## src/rtl/layer_stream_sequencer.sv

```systemverilog
// layer_stream_sequencer
// Captures a producing layer's parallel output vector when every per-neuron
// valid bit is high, then streams it one word per cycle (lowest word first)
// to the consuming layer under a valid/ready handshake. A one-vector holding
// slot absorbs a capture that arrives mid-stream; a capture that finds the
// slot full is dropped and raises a sticky overflow flag.
//
// Ports:
//   clk        rising-edge clock
//   rst        asynchronous active-low reset
//   in_vec     producing-layer outputs, word i at [i*DATA_WIDTH +: DATA_WIDTH]
//   in_valid   per-neuron valid bits; all high = capture event
//   out_ready  consumer accepts the current word
//   clr_ovf    synchronous clear of overflow (a same-cycle drop wins)
//   out_word   current streamed word
//   out_valid  out_word is valid
//   out_last   final word of the vector
//   out_idx    index of the current word within its vector
//   next_valid replicated handshake strobe for the consuming layer
//   busy       streaming or holding slot occupied
//   vec_done   one-cycle pulse after the last word is accepted
//   overflow   sticky: a captured vector was dropped
module layer_stream_sequencer #(
  parameter int unsigned DATA_WIDTH = 16,
  parameter int unsigned N_IN       = 40,
  parameter int unsigned N_NEXT     = 30,
  localparam int unsigned IDX_W     = (N_IN > 1) ? $clog2(N_IN) : 1
) (
  input  logic                       clk,
  input  logic                       rst,
  input  logic [N_IN*DATA_WIDTH-1:0] in_vec,
  input  logic [N_IN-1:0]            in_valid,
  input  logic                       out_ready,
  input  logic                       clr_ovf,
  output logic [DATA_WIDTH-1:0]      out_word,
  output logic                       out_valid,
  output logic                       out_last,
  output logic [IDX_W-1:0]           out_idx,
  output logic [N_NEXT-1:0]          next_valid,
  output logic                       busy,
  output logic                       vec_done,
  output logic                       overflow
);

  localparam int unsigned VEC_W = N_IN * DATA_WIDTH;
  localparam int unsigned CNT_W = $clog2(N_IN + 1);

  typedef enum logic [0:0] {StIdle, StStream} state_e;

  state_e             state_q, state_d;
  logic [VEC_W-1:0]   buf_q, buf_d;
  logic [VEC_W-1:0]   slot_q, slot_d;
  logic               slot_full_q, slot_full_d;
  logic [CNT_W-1:0]   cnt_q, cnt_d;
  logic [IDX_W-1:0]   idx_q, idx_d;
  logic               vec_done_q, vec_done_d;
  logic               ovf_q, ovf_d;

  logic cap;
  logic hs;
  logic last_hs;

  assign cap     = &in_valid;
  assign hs      = out_valid & out_ready;
  assign last_hs = hs & (cnt_q == CNT_W'(1));

  always_comb begin
    state_d     = state_q;
    buf_d       = buf_q;
    slot_d      = slot_q;
    slot_full_d = slot_full_q;
    cnt_d       = cnt_q;
    idx_d       = idx_q;
    vec_done_d  = 1'b0;
    ovf_d       = clr_ovf ? 1'b0 : ovf_q;

    unique case (state_q)
      StIdle: begin
        if (cap) begin
          buf_d   = in_vec;
          cnt_d   = CNT_W'(N_IN);
          idx_d   = '0;
          state_d = StStream;
        end
      end
      StStream: begin
        if (last_hs) begin
          vec_done_d = 1'b1;
          if (slot_full_q) begin
            // Held vector follows with no bubble; a coincident capture
            // refills the slot it just vacated.
            buf_d = slot_q;
            cnt_d = CNT_W'(N_IN);
            idx_d = '0;
            if (cap) begin
              slot_d = in_vec;
            end else begin
              slot_full_d = 1'b0;
            end
          end else if (cap) begin
            buf_d = in_vec;
            cnt_d = CNT_W'(N_IN);
            idx_d = '0;
          end else begin
            buf_d   = '0;
            cnt_d   = '0;
            idx_d   = '0;
            state_d = StIdle;
          end
        end else begin
          if (hs) begin
            buf_d = buf_q >> DATA_WIDTH;
            cnt_d = cnt_q - CNT_W'(1);
            idx_d = idx_q + IDX_W'(1);
          end
          if (cap) begin
            if (!slot_full_q) begin
              slot_d      = in_vec;
              slot_full_d = 1'b1;
            end else begin
              ovf_d = 1'b1;
            end
          end
        end
      end
      default: state_d = StIdle;
    endcase
  end

  always_ff @(posedge clk or negedge rst) begin
    if (!rst) begin
      state_q     <= StIdle;
      buf_q       <= '0;
      slot_q      <= '0;
      slot_full_q <= 1'b0;
      cnt_q       <= '0;
      idx_q       <= '0;
      vec_done_q  <= 1'b0;
      ovf_q       <= 1'b0;
    end else begin
      state_q     <= state_d;
      buf_q       <= buf_d;
      slot_q      <= slot_d;
      slot_full_q <= slot_full_d;
      cnt_q       <= cnt_d;
      idx_q       <= idx_d;
      vec_done_q  <= vec_done_d;
      ovf_q       <= ovf_d;
    end
  end

  assign out_word   = buf_q[DATA_WIDTH-1:0];
  assign out_valid  = (state_q == StStream);
  assign out_last   = out_valid & (cnt_q == CNT_W'(1));
  assign out_idx    = idx_q;
  assign next_valid = {N_NEXT{hs}};
  assign busy       = (state_q == StStream) | slot_full_q;
  assign vec_done   = vec_done_q;
  assign overflow   = ovf_q;

endmodule

```

## config.mk

```make
export PLATFORM = sky130hd
export DESIGN_NAME = layer_stream_sequencer
export DESIGN_NICKNAME = d
export VERILOG_FILES = /design/src/rtl/layer_stream_sequencer.sv
export SDC_FILE = /design/constraint.sdc
export NUM_CORES = 2
export LEC_CHECK = 0
export CAP_MARGIN = 20
export CORE_UTILIZATION = 30
export CTS_BUF_LIST = sky130_fd_sc_hd__clkbuf_16
export DETAILED_ROUTE_END_ITERATION = 8
export PLACE_DENSITY_LB_ADDON = 0.1
export SLEW_MARGIN = 0
export SYNTH_ARGS = -nofsm -noshare
export SYNTH_HDL_FRONTEND = slang
export SYNTH_SLANG_ARGS = --single-unit
```

## constraint.sdc

```tcl
create_clock -name clk -period 4.1 [get_ports clk]
set_clock_uncertainty 0.15 [all_clocks]
set_input_delay 0.82 -clock clk [delete_from_list [all_inputs] [get_ports clk]]
set_output_delay 0.82 -clock clk [all_outputs]
set_load 0.02 [all_outputs]
```

### Yosys cells after proc, flatten, opt, wreduce, memory -nomap -nowiden

Cells that the tools add are included.

| storage, ports and cells | value |
|---|---|
| flip-flop bits (word level) | 1,296 |
| input port bits | 684 |
| output and inout port bits | 57 |
| logic and storage cells | 59 |

| operators by class | value |
|---|---|
| add/sub/neg operators | 2 |
| eq/ne operators | 5 |
| multiplexer cells | 34 |
| bitwise gates (word level) | 5 |
| reductions and logical operators | 5 |

Operators with widths:

| kind | number |
|---|---|
| 640-bit 2-to-1 mux | 9 |
| 640-bit case mux with 2 select lines | 1 |
| 6-bit 2-to-1 mux | 8 |
| 43-bit AND reduction | 1 |
| 40-bit AND reduction | 1 |
| 6-bit case mux with 2 select lines | 2 |
| 1-bit 2-to-1 mux | 13 |
| 6-bit by 1-bit adder with 6-bit output (second input constant) | 1 |
| 6-bit by 1-bit equality test with 1-bit output (second input constant) | 1 |
| 6-bit by 1-bit subtractor with 6-bit output (second input constant) | 1 |
| 2-bit inequality test (second input constant) | 2 |
| 2-bit AND reduction | 2 |
| 1-bit AND | 3 |
| 3-bit by 1-bit inequality test with 1-bit output (second input constant) | 1 |
| 2-bit by 1-bit inequality test with 1-bit output (second input constant) | 1 |
| 1-bit case mux with 2 select lines | 1 |
| 2-bit nonzero test | 1 |
| 1-bit NOT | 1 |
| 1-bit OR | 1 |

### Logic depth before layout (Yosys ltp)

| logic depth | value |
|---|---|
| depth after elaboration | 5 |
| mapped depth | 10 |
| gate-level depth less buffers | 7 |

### Worst setup path before layout

OpenSTA, ideal clock, no wires.

| timing | value |
|---|---|
| kind | in2out |
| start | in out_ready |
| end | out next_valid[0] |
| arrival time | 1,933 ps |
| data required time | 3,130 ps |
| setup slack | 1,197 ps |
| stages on the path | 4 |
| buffers on the path | 2 |
| cell sequence | nand2_1 > clkbuf_1 > inv_1 > buf_4 |

| between the ends | value |
|---|---|
| longest elaborated chain between the ends | 1 |

Ends and longest elaborated chain:

| what | line | RTL |
|---|---|---|
| start: declaration | 33 | `input logic out_ready,` |
| 1-bit AND | 64 | `assign hs = out_valid & out_ready;` |
| end: declaration | 39 | `output logic [N_NEXT-1:0] next_valid,` |

No other way between the ends.

### Worst setup path after layout

| timing | value |
|---|---|
| start | reg cnt_q[1] |
| end | out out_last |

| between the ends | value |
|---|---|
| longest elaborated chain between the ends | 2 |

Ends and longest elaborated chain:

| what | line | RTL |
|---|---|---|
| start: declaration | 54 | `logic [CNT_W-1:0] cnt_q, cnt_d;` |
| start signal: assignment | 145 | `cnt_q <= cnt_d;` |
| 6-bit by 1-bit equality test with 1-bit output | 154 | `assign out_last = out_valid & (cnt_q == CNT_W'(1));` |
| 1-bit AND | 154 |  |
| end: declaration | 37 | `output logic out_last,` |

No other way between the ends.

==> impl_metrics.py <==
metrics = {
    "sta": {
        "setup_slack_ns": 0.229,
        "setup_tns_ns": 0,
        "fin_crit_ns": 3.87,
        "worst_slew_pin_slew_ns": 1.19,
        "slew_violations": 0,
        "fmax_mhz": 258,
        "rsz0062_at_grt": "no",
        "finalCritPeriodShare_pct": 94.4,
        "final-setup-viol-count": 0,
        "slew_headroom_pct": 21.0,
        "hold_violations": 0,
    },
    "pwr": {
        "p_int_uw": 21300,
        "powerDensity_nw_per_um2": 352,
        "swShare_pct": 24.1,
        "pwr-share-comb_pct": 6.5,
        "p_sw_uw": 6750,
        "ir_drop_v": 0.000426,
        "p_clk_share_pct": 47.9,
        "seqPwrFrac_pct": 45.6,
        "leakage_uw": 0.0395,
    },
    "die": {
        "die_h_um": 466,
        "die_area_um2": 217000,
        "initial_core_util_pct": 30.2,
        "core.rowCount": 170,
        "core_area_um2": 214000,
        "io_pins": 741,
        "chipWidth_um": 466,
    },
    "worst_setup_path": {
        "critPathKind": "flop to output port",
        "slowest_delay_ns": 0.73,
        "r2r-end": "buf_q[138]",
        "cp_max_fo": 8,
        "cp_num_buf_inv": 2,
        "slowest_stage": "clkdlybuf4s50_1",
        "reg2reg_slack_ns": 0.91,
        "crit_required_ns": 3.13,
        "crit_chain": "inv_1, ha_1, nor3b_2, and3_1, clkdlybuf4s50_1",
        "worst-path-stages": 5,
        "cp_data_arrival_time_ns": 2.90,
        "rr_worst_depth": 9,
        "cp-end-kind": "output port",
        "endpoint": "out_last",
        "timing.rr.start": "cnt_q[1]",
        "critPathTopFamily": "buffers and inverters",
        "crit_start": "cnt_q[1]",
        "start_kind": "flop",
    },
    "drt": {
        "first_pass_iters": 6,
        "vias_per_cell": 5.40,
        "vias": 53200,
        "drc": 0,
        "drtIter0Drc": 4153,
        "wirelength_um": 241000,
        "wire_per_inst_um": 24.5,
        "ant_nets": 0,
    },
    "placement": {
        "hpwl_um": 156000,
        "globalplace.congestion": 0.780,
        "io_buffers": 740,
        "place_ws_ns": 0.0892,
    },
    "global_routing": {
        "antenna_found_initial": 90,
        "grt_pass1_wl_um": 358000,
        "grt_pass1_vias": 52400,
        "grt_max_degree": 170,
        "grt-ovfl-total": 0,
        "grt.total_usage_pct": 21.6,
    },
    "logic_synthesis": {
        "synth.avg_cell_area_um2": 10.1,
        "synthCells": 6424,
        "synth_top_area_cell": "dfrtp_1",
        "yosys-top-cells-count": "1,296 x dfrtp_1, 653 x nand2_1, 648 x nor2_1, 640 x a31oi_1, 553 x a21oi_1",
        "synth_edf_count": 0,
        "synthesis.area_um2": 64700,
        "ys_ff_latch": 1296,
        "yosysTopAreaCellShare_pct": 50.2,
        "synth.area.top_cells": "dfrtp_1 50%, mux2_1 7.5%, a21o_1 6.4%",
        "async_flop_share_pct": 100,
        "synth.most_common_cell": "dfrtp_1",
        "yosysWarnings": 0,
        "synth_ff_type": "dfrtp_1",
        "syn_nets": 7111,
        "yosysSeqAreaShare_pct": 50.2,
        "synth.distinct_cells": 41,
    },
    "cells_and_area": {
        "fin_nets": 7532,
        "synthToLayoutAreaGrowth_pct": 23.2,
        "drive_gt1_share_pct": 8.67,
        "fillers": 21300,
    },
    "run": {
        "maxCapViolCount": 0,
    },
    "cts": {
        "h-tree-depth": 4,
        "insertion_delay_ns": 0.81,
        "cts_tree": "done",
        "ctsLongestPathBuffers": 3,
        "clk_pin_slew_ns": 0.06,
        "cts_resized": 0,
        "cts_setup_buffers": 0,
        "root_buffer": "clkbuf_16",
        "cts_made_buffers": 159,
        "cts.sinks": 1296,
    },
    "outcome": {
        "status": "completed",
    },
    "hold_path": {
        "hp-class": "flop to flop",
    },
}
registers in the layout (all words and copies together), names as in the netlist:
register / count
buf_q: 640
cnt_q: 6
out_idx: 6
out_valid: 1
overflow: 1
slot_full_q: 1
slot_q: 640
vec_done: 1
stage by stage:
stage	hold WS [ns]	utilization, %	area, um2	cells	total power [uW]
3_5_place_dp	0.331	34.9	74700	9521	14900
5_1_grt	0.348	37.1	79600	9818	29100
2_1_floorplan	0.314	-	64700	6424	13500
6_report	0.339	37.2	79700	9836	28100
3_3_place_gp	0.323	34.9	74700	9521	14900
4_1_cts	0.343	37.1	79600	9804	28500
cell type report:
type | instances | area (um2) | area share [%]
sequential | 1296 | 32400 | 40.7
antenna | 32 | 80.1 | 0.101
timing repair buffer | 924 | 9930 | 12.5
clock buffer | 165 | 4130 | 5.18
inverter | 7 | 26.3 | 0.0330
tap | 2838 | 3550 | 4.46
multi-input combinational | 4457 | 28800 | 36.2
clock inverter | 117 | 698 | 0.876
per-layer routing:
layer	vias to the layer above	GRT usage [%]	share of wire, %	routed length, um
li1	24300	-	-	-
met1	27100	29.8	45	109000
met2	1360	34.6	47	113000
met3	361	4.11	5.4	13000
met4	68	5.76	2.3	5460
met5	-	0	0.17	412
cell families (layout without fill, tap and decap cells):
| logic type | count (synthesis) | in the layout | share of synthesized area (%) |
|---|---|---|---|
| simple gates | 1408 | 1408 | 8.63 |
| xor+xnor | 4 | 4 | 0.0542 |
| buf+inv | 671 | 1213 | 5.38 |
| fa+ha+maj | 3 | 3 | 0.0581 |
| other cells | 0 | 32 | 0 |
| mux | 640 | 640 | 11.1 |
| compound gates | 2402 | 2402 | 24.6 |
| flops | 1296 | 1296 | 50.2 |
worst register-to-register path, delay by kind of cell (launching register included):
kind | cells | cell delay, ns
AO/OA/AOI/OAI | 1 | 0.19
AND/OR/NAND/NOR | 4 | 1.54
adder cells (fa/ha/maj) | 1 | 0.18
buffers and inverters | 3 | 0.70
flip-flops | 1 | 0.37
layout by cell type (no fill, tap or decap), types with 3 or more instances in the layout:
master	n
a22oi_1	546
nor2_1	647
clkbuf_16	165
buf_12	90
inv_6	3
clkinv_8	4
a21o_1	549
o21ai_0	26
nand2_1	651
bufinv_16	5
dfrtp_1	1294
nand3_1	4
a21oi_1	553
nand4_1	11
inv_1	53
clkinv_1	43
clkinv_2	13
nor2b_1	78
diode_2	32
clkdlybuf4s50_1	739
mux2_2	210
ha_1	3
mux2_1	430
a221oi_1	78
buf_4	93
a31oi_1	640
power groups by stage:
| stage | clock, uW | sequential, uW | combinational [uW] |
|---|---|---|---|
| after detailed placement | 0 | 13000 | 1830 |
| after global routing | 14300 | 12800 | 1980 |
| after floorplan | 0 | 13000 | 476 |
| final | 13400 | 12800 | 1820 |
| after CTS | 13900 | 12800 | 1850 |
| after global placement | 0 | 13000 | 1830 |
timing repair:
action	4_1_cts	5_1_grt
endpoints found under the hold margin	61	0
setup endpoints to repair	0	0
hold buffers	1	0
worst min-delay path by stage:
stage | from | endpoint | cells past startpoint
floorplan | slot_q[625] | slot_q[625] | 1
detailed placement | slot_q[597] | slot_q[597] | 1
CTS | slot_q[494] | slot_q[494] | 1
global placement | slot_q[417] | slot_q[417] | 1
finish | slot_q[111] | slot_q[111] | 1
global route | slot_q[449] | slot_q[449] | 1
Note: power is estimated with default switching activity, not from simulation.
